<file path="config.mk">
export PLATFORM = sky130hd
export DESIGN_NAME = if_fetch_stage_flat
export DESIGN_NICKNAME = d
export VERILOG_FILES = /design/src/rtl/if_fetch_stage_pkg.sv /design/src/rtl/if_fetch_stage_if.sv /design/src/rtl/if_fetch_stage_if_id_reg.sv /design/src/rtl/if_fetch_stage.sv /design/src/flat_wrapper.sv
export SDC_FILE = /design/constraint.sdc
export NUM_CORES = 1
export LEC_CHECK = 0
export ABC_AREA = 0
export BUFFER_PORTS_ARGS = -buffer_cell sky130_fd_sc_hd__buf_2
export CORE_AREA = 2 2 133 135
export CTS_BUF_LIST = sky130_fd_sc_hd__clkbuf_8
export DETAILED_ROUTE_END_ITERATION = 8
export DIE_AREA = 0 0 135 137
export PLACE_DENSITY_LB_ADDON = 0.25
export SLEW_MARGIN = 20
export SYNTH_ARGS = -nofsm -noshare
export SYNTH_HDL_FRONTEND = slang
export SYNTH_HIERARCHICAL = 1
export SYNTH_SLANG_ARGS = --single-unit
</file>
<file path="constraint.sdc">
create_clock -name clk -period 2.6 [get_ports clk]
set_input_delay 0.65 -clock clk [delete_from_list [all_inputs] [get_ports clk]]
set_output_delay 0.65 -clock clk [all_outputs]
set_load 0.01 [all_outputs]
</file>
<file path="src/rtl/if_fetch_stage_pkg.sv">
// Shared types and constants for the instruction-fetch stage.
package if_fetch_stage_pkg;

  localparam logic [31:0] NOP_INSTR = 32'h0000_0000;
  localparam int unsigned PC_INCR   = 4;

  typedef enum logic [1:0] {
    BOOT  = 2'd0,
    FETCH = 2'd1,
    HOLD  = 2'd2
  } fetch_state_e;

endpackage

</file>
<file path="src/rtl/if_fetch_stage_if.sv">
// Instruction-memory request/response bus between the fetch stage and the memory.
interface if_fetch_stage_if #(
  parameter int ADDR_W = 32,
  parameter int DATA_W = 32
);

  logic              imem_req;
  logic [ADDR_W-1:0] imem_addr;
  logic [DATA_W-1:0] imem_rdata;
  logic              imem_ready;

  modport master (
    output imem_req,
    output imem_addr,
    input  imem_rdata,
    input  imem_ready
  );

  modport slave (
    input  imem_req,
    input  imem_addr,
    output imem_rdata,
    output imem_ready
  );

endinterface

</file>
<file path="src/rtl/if_fetch_stage_if_id_reg.sv">
// Generic pipeline register for IF/ID: write enable plus synchronous flush to a NOP bubble.
import if_fetch_stage_pkg::*;

module if_id_reg #(
  parameter int ADDR_W = 32,
  parameter int DATA_W = 32
) (
  input  logic              clk,
  input  logic              rst_n,
  input  logic              we,
  input  logic              flush,
  input  logic [DATA_W-1:0] instr_in,
  input  logic [ADDR_W-1:0] pc4_in,
  input  logic              valid_in,
  output logic [DATA_W-1:0] instr,
  output logic [ADDR_W-1:0] pc4,
  output logic              valid
);

  logic [DATA_W-1:0] instr_d, instr_q;
  logic [ADDR_W-1:0] pc4_d, pc4_q;
  logic              valid_d, valid_q;

  // Flush wins over write so a squashed slot can never carry a live instruction.
  always_comb begin
    instr_d = instr_q;
    pc4_d   = pc4_q;
    valid_d = valid_q;
    if (flush) begin
      instr_d = DATA_W'(NOP_INSTR);
      pc4_d   = '0;
      valid_d = 1'b0;
    end else if (we) begin
      instr_d = instr_in;
      pc4_d   = pc4_in;
      valid_d = valid_in;
    end
  end

  always_ff @(posedge clk or negedge rst_n) begin
    if (!rst_n) begin
      instr_q <= DATA_W'(NOP_INSTR);
      pc4_q   <= '0;
      valid_q <= 1'b0;
    end else begin
      instr_q <= instr_d;
      pc4_q   <= pc4_d;
      valid_q <= valid_d;
    end
  end

  assign instr = instr_q;
  assign pc4   = pc4_q;
  assign valid = valid_q;

endmodule

</file>
<file path="src/rtl/if_fetch_stage.sv">
// Fetch stage: PC, next-PC select, single-outstanding imem handshake with skid buffer, IF/ID register.
// Optional IF_PERF_CNT_EN adds saturating stall/flush counters.
import if_fetch_stage_pkg::*;

module if_fetch_stage #(
  parameter int                ADDR_W   = 32,
  parameter int                DATA_W   = 32,
  parameter logic [ADDR_W-1:0] RESET_PC = '0
) (
  input  logic              clk,
  input  logic              rst_n,
  input  logic              pc_write,
  input  logic              ifid_write,
  input  logic              ifid_flush,
  input  logic [ADDR_W-1:0] branch_target,
  if_fetch_stage_if.master  imem,
  output logic [ADDR_W-1:0] pc,
  output logic [DATA_W-1:0] ifid_instr,
  output logic [ADDR_W-1:0] ifid_pc4,
  output logic              ifid_valid
`ifdef IF_PERF_CNT_EN
  ,
  output logic [31:0]       stall_cnt,
  output logic [31:0]       flush_cnt
`endif
);

  fetch_state_e      state_d, state_q;
  logic [ADDR_W-1:0] pc_d, pc_q;
  logic              imem_req_d, imem_req_q;
  logic [DATA_W-1:0] buf_instr_d, buf_instr_q;
  logic [ADDR_W-1:0] buf_pc4_d, buf_pc4_q;

  logic              advance;
  logic [ADDR_W-1:0] pc_plus4;
  logic              reg_we;
  logic [DATA_W-1:0] reg_instr;
  logic [ADDR_W-1:0] reg_pc4;
  logic              reg_valid;

  assign advance  = pc_write & ifid_write;
  assign pc_plus4 = pc_q + ADDR_W'(PC_INCR);

  // A response that cannot advance is parked in the skid buffer so the memory never
  // has to repeat it; a flush drops both the buffer and any same-cycle response.
  always_comb begin
    state_d     = state_q;
    pc_d        = pc_q;
    buf_instr_d = buf_instr_q;
    buf_pc4_d   = buf_pc4_q;
    reg_we      = 1'b0;
    reg_instr   = DATA_W'(NOP_INSTR);
    reg_pc4     = '0;
    reg_valid   = 1'b0;
    if (ifid_flush) begin
      pc_d        = branch_target;
      buf_instr_d = DATA_W'(NOP_INSTR);
      buf_pc4_d   = '0;
      state_d     = FETCH;
    end else begin
      unique case (state_q)
        BOOT: state_d = FETCH;
        FETCH: begin
          if (imem.imem_ready) begin
            if (advance) begin
              reg_we    = 1'b1;
              reg_instr = imem.imem_rdata;
              reg_pc4   = pc_plus4;
              reg_valid = 1'b1;
              pc_d      = pc_plus4;
            end else begin
              buf_instr_d = imem.imem_rdata;
              buf_pc4_d   = pc_plus4;
              state_d     = HOLD;
            end
          end else if (ifid_write) begin
            reg_we = 1'b1;
          end
        end
        HOLD: begin
          if (advance) begin
            reg_we    = 1'b1;
            reg_instr = buf_instr_q;
            reg_pc4   = buf_pc4_q;
            reg_valid = 1'b1;
            pc_d      = pc_plus4;
            state_d   = FETCH;
          end
        end
        default: state_d = BOOT;
      endcase
    end
    imem_req_d = (state_d == FETCH);
  end

  always_ff @(posedge clk or negedge rst_n) begin
    if (!rst_n) begin
      state_q     <= BOOT;
      pc_q        <= RESET_PC;
      imem_req_q  <= 1'b0;
      buf_instr_q <= DATA_W'(NOP_INSTR);
      buf_pc4_q   <= '0;
    end else begin
      state_q     <= state_d;
      pc_q        <= pc_d;
      imem_req_q  <= imem_req_d;
      buf_instr_q <= buf_instr_d;
      buf_pc4_q   <= buf_pc4_d;
    end
  end

  if_id_reg #(
    .ADDR_W (ADDR_W),
    .DATA_W (DATA_W)
  ) u_if_id_reg (
    .clk      (clk),
    .rst_n    (rst_n),
    .we       (reg_we),
    .flush    (ifid_flush),
    .instr_in (reg_instr),
    .pc4_in   (reg_pc4),
    .valid_in (reg_valid),
    .instr    (ifid_instr),
    .pc4      (ifid_pc4),
    .valid    (ifid_valid)
  );

  assign pc             = pc_q;
  assign imem.imem_req  = imem_req_q;
  assign imem.imem_addr = pc_q;

`ifdef IF_PERF_CNT_EN
  logic [31:0] stall_cnt_d, stall_cnt_q;
  logic [31:0] flush_cnt_d, flush_cnt_q;

  always_comb begin
    stall_cnt_d = stall_cnt_q;
    flush_cnt_d = flush_cnt_q;
    if (!advance && !ifid_flush && state_q != BOOT && stall_cnt_q != 32'hFFFF_FFFF)
      stall_cnt_d = stall_cnt_q + 32'd1;
    if (ifid_flush && flush_cnt_q != 32'hFFFF_FFFF)
      flush_cnt_d = flush_cnt_q + 32'd1;
  end

  always_ff @(posedge clk or negedge rst_n) begin
    if (!rst_n) begin
      stall_cnt_q <= '0;
      flush_cnt_q <= '0;
    end else begin
      stall_cnt_q <= stall_cnt_d;
      flush_cnt_q <= flush_cnt_d;
    end
  end

  assign stall_cnt = stall_cnt_q;
  assign flush_cnt = flush_cnt_q;
`endif

endmodule

</file>
<file path="src/flat_wrapper.sv">
// flat-port wrapper written by rule: the top's interface ports become plain ports
module if_fetch_stage_flat 
#(
  parameter int                ADDR_W   = 32,
  parameter int                DATA_W   = 32,
  parameter logic [ADDR_W-1:0] RESET_PC = '0
)
  (clk, rst_n, pc_write, ifid_write, ifid_flush, branch_target, pc, ifid_instr, ifid_pc4, ifid_valid, imem_imem_req, imem_imem_addr, imem_imem_rdata, imem_imem_ready);
  if_fetch_stage_if #(.ADDR_W(ADDR_W), .DATA_W(DATA_W)) imem_i ();
  input  logic clk;
  input  logic rst_n;
  input  logic pc_write;
  input  logic ifid_write;
  input  logic ifid_flush;
  input  logic [ADDR_W-1:0] branch_target;
  output logic [ADDR_W-1:0] pc;
  output logic [DATA_W-1:0] ifid_instr;
  output logic [ADDR_W-1:0] ifid_pc4;
  output logic ifid_valid;
  output wire logic [$bits(imem_i.imem_req)-1:0] imem_imem_req;
  output wire logic [$bits(imem_i.imem_addr)-1:0] imem_imem_addr;
  input wire logic [$bits(imem_i.imem_rdata)-1:0] imem_imem_rdata;
  input wire logic [$bits(imem_i.imem_ready)-1:0] imem_imem_ready;
  assign imem_imem_req = imem_i.imem_req;
  assign imem_imem_addr = imem_i.imem_addr;
  assign imem_i.imem_rdata = imem_imem_rdata;
  assign imem_i.imem_ready = imem_imem_ready;
  if_fetch_stage #(.ADDR_W(ADDR_W), .DATA_W(DATA_W), .RESET_PC(RESET_PC)) u_core (.clk(clk), .rst_n(rst_n), .pc_write(pc_write), .ifid_write(ifid_write), .ifid_flush(ifid_flush), .branch_target(branch_target), .imem(imem_i), .pc(pc), .ifid_instr(ifid_instr), .ifid_pc4(ifid_pc4), .ifid_valid(ifid_valid));
endmodule
</file>
==> impl_summary.log <==
INFO  metric worst_hold_path_type = in -> async
INFO  metric timing.critical_path.to_type = register
INFO  metric dr_total_vias = 7276
INFO  metric max_cap_violations = 0
INFO  metric syn_nets = 1030
INFO  metric initial_core_util = 0.512
INFO  metric leakage = approximately 4.5 nW
INFO  metric numCtsBuffers = 17
INFO  metric pin_count = 200
INFO  metric worst_ir_drop_vdd = 0.349 mV
INFO  metric grt_util_met2 = 0.361
INFO  metric synth_cells = 955
INFO  metric core_area = 17100 um2
INFO  metric drt_iter0_drc = 687
INFO  metric yosysTopAreaCell = sky130_fd_sc_hd__dfrtp_1
INFO  metric number_of_failing_hold_endpoints_at_the_final_stage = 0
INFO  metric yosys_warnings = 6
INFO  metric dieHeight = 137 um
INFO  metric crit_path_max_incr_delay = 0.50 ns
INFO  metric timing.reg2reg.setup_slack = 0.16 ns
INFO  metric post_detailed_route_via_to_cell_ratio = 5.47
INFO  metric overflow = 0
INFO  metric worst_max_slew_margin_expressed_relative_to_the_limit = 0.341
INFO  metric worst_path_max_delay_cell = sky130_fd_sc_hd__dfrtp_1
INFO  metric layout_skew = 0.00863 ns
INFO  metric detail-route-antenna-nets = 0
INFO  metric die-area = between 15000 and 20000 um2
INFO  metric crit_fanout = 15
INFO  metric ys_seq_elements = roughly 160
INFO  metric netlist_area = 8730 um2
INFO  metric cts_max_path_buffers = 2
INFO  metric cts_tree = built
INFO  metric dpl.cell_count = around 1300
INFO  metric layout_min_cycle_time = 2.44 ns
INFO  metric cp_data_required_time = 2.92 ns
INFO  metric clock_tree.htree_level_count = 4
INFO  metric fin_crit_sh = 0.938
INFO  metric grt_pass1_vias = 6758
INFO  metric horizontal_die_dimension = 135 um
INFO  metric port_buffers = 199
INFO  metric clock_root_buffer = sky130_fd_sc_hd__clkbuf_8
INFO  metric postLayoutCellArea = 10100 um2
INFO  metric antenna_found_initial = 3
INFO  metric cts_post_setup_buffers_inserted = 0
INFO  metric top_usage_layer = met2
INFO  metric cell_family_with_the_largest_share_of_critical_path_delay = simple AND/OR/NAND/NOR gates
INFO  metric drive_above_1_share = 0.253
INFO  metric fin_tns_setup = 0 ns
INFO  metric max_slew.worst_pin.slew = 0.989 ns
INFO  metric drt_pass1_iterations = 5
INFO  metric design.final.nets = 1165
INFO  metric source_to_sink_clock_delay_at_the_later_pin_of_the_worst_skew_pair = 0.46 ns
INFO  metric instances_no_fill = between 1000 and 1500
INFO  metric cp_data_arrival_time = 2.75 ns
INFO  metric post-route-util = 0.593
INFO  metric global_route.usage.met3 = 0.0593
INFO  metric grt_first_pass_wirelength = 35.1 mm
INFO  metric run_status = complete, no violations
INFO  metric timing.setup.critical_path_class = reg -> reg
INFO  metric post_cts_hold_buffer_count = 0
INFO  metric core.rowCount = between 40 and 50
INFO  metric synthToLayoutAreaGrowth = 15.9%
INFO  metric hpwl = 14.7 mm
INFO  metric finalSetupViolations = 0
INFO  metric synth.yosys.seq_area_share = 0.470
INFO  metric detailed_route_drc_error_count = 0
INFO  metric timing.critical_path.cells = and4_1, nand4_4, nor4_1, xnor2_1, o21ai_0, mux2i_1, nor2_1
INFO  metric leading_cell_type_in_the_layout_fill_and_taps_excluded = sky130_fd_sc_hd__buf_2
INFO  metric synth_top_area_frac = 0.470
INFO  metric timing.critical_path.buf_inv = 0
INFO  metric placed_cell_area = 9650 um2
INFO  metric timing_max_transition_violations_final = 0
INFO  metric ys.flop_type = sky130_fd_sc_hd__dfrtp_1
INFO  metric post_synth_num_cell_types = 47
INFO  metric crit_path_start_kind = register
INFO  metric globalRouteTotalUtil = 0.242
INFO  metric detail_route.wl_per_cell = between 15 and 20 um
INFO  metric netlist_top_cells_area = sky130_fd_sc_hd__dfrtp_1 47%, sky130_fd_sc_hd__mux2i_1 7.7%, sky130_fd_sc_hd__nor2_1 6.8%
INFO  metric synthesis.area_per_instance = between 9 and 10 um2
INFO  metric gp_congestion = between 0.8 and 0.9
INFO  metric layout_common_cells = 197 x sky130_fd_sc_hd__buf_2, 164 x sky130_fd_sc_hd__dfrtp_1, 156 x sky130_fd_sc_hd__nor2_1
INFO  metric post_synth_edffs = 0
INFO  metric grt_start_max_net_pins = 194
INFO  metric async_reset_ff_frac = 1.00
INFO  metric unrepaired_setup_endpoints_after_global_routing = no
INFO  metric pwr_density_cell = 596 nW/um2
INFO  metric timing.fmax = 0.410 GHz
INFO  metric clock_slew_at_the_register_clock_pins_of_the_worst_setup_and_hold_paths = 0.09 ns
INFO  metric global_route.usage.met1 = 0.351
INFO  metric clk_sink_count = roughly 160
INFO  metric postRouteWirelength = 22.4 mm
[synth_stat cells (all sizes together), types with 21 or more instances]
master    n
a211oi   21
a21oi    44
a22oi    43
buf      60
clkbuf   46
dfrtp   164
mux2i    67
nand2   150
nor2    158
nor3     22
o21ai    50
xnor2    48
[flip-flops by register name (all words and copies together) (netlist names)]
register                  count
u_core/buf_pc4_q             32
u_core/state_q                2
u_core/imem.imem_req          1
u_core/u_if_id_reg/valid      1
u_core/u_if_id_reg/pc4       32
u_core/imem.imem_addr        32
u_core/u_if_id_reg/instr     32
u_core/buf_instr_q           32
[worst register-to-register path, delay by kind of cell (launching register included)]
| family | cells | cell delay (ns) |
|---|---|---|
| DFF | 1 | 0.50 |
| and+or+nand+nor | 4 | 1.34 |
| xor gates and xnor gates | 1 | 0.20 |
| AOI/OAI and AO/OA | 1 | 0.12 |
| muxes | 1 | 0.14 |
[stage by stage]
step	setup slack, ns	power, W	hold slack, ns
after global placement	0.191	0.00400	0.494
after global routing	0.00678	0.00633	0.0968
after CTS	0.0679	0.00608	0.0861
after detailed placement	0.0828	0.00402	0.506
final	0.161	0.00602	0.0894
after floorplan	0.508	0.00365	0.354
[layout make-up]
| cell class | instances | area (um2) |
|---|---|---|
| fillers | 1543 | 6940 |
| flip-flops and latches | 164 | 4100 |
| multi-input cells | 681 | 4020 |
| repair buffers | 221 | 1250 |
| well taps | 225 | 282 |
| clock buffers | 17 | 234 |
| clock inverters | 15 | 203 |
| inverters | 5 | 18.8 |
| diodes | 2 | 5.00 |
[cells by family after synthesis]
kind of cell    count (synthesis)  share of synthesized area
compound gates                161                      0.112
flops                         164                      0.470
buf+inv                       111                     0.0753
xor+xnor                       57                     0.0572
simple gates                  386                      0.196
mux                            71                     0.0820
fa+ha+maj                       5                    0.00717
[metal layers]
metal | part of all wire | vias up
li1 | - | 3480
met1 | 0.45 | 3518
met2 | 0.46 | 239
met3 | 0.069 | 37
met4 | 0.017 | 2
met5 | 0.00058 | -
[final timing paths]
check                                           startpoint                           to  cells after the start
worst max-delay path              u_core/imem.imem_addr[5]   u_core/u_if_id_reg/pc4[31]                      7
worst max register to register    u_core/imem.imem_addr[5]   u_core/u_if_id_reg/pc4[31]                      7
worst min register to register  u_core/u_if_id_reg/pc4[18]   u_core/u_if_id_reg/pc4[18]                      2
min in group clk                         branch_target[10]    u_core/imem.imem_addr[10]                      3
max in group asynchronous                            rst_n  u_core/u_if_id_reg/instr[2]                      2
worst min-delay path                                 rst_n    u_core/imem.imem_addr[15]                      1
[report_power, final]
part           internal (W)  switching [W]  leakage, nW  total (W)
registers           0.00271       0.000152         2.20    0.00286
clock network       0.00105       0.000995        0.211    0.00205
logic              0.000408       0.000707         2.08    0.00112
[what timing repair did]
action / in CTS / in global routing
setup endpoints to repair: 0 / 46
resized for setup: 0 / 4
hold endpoints to repair: 0 / 0
Power figures use the tool's default switching activity.
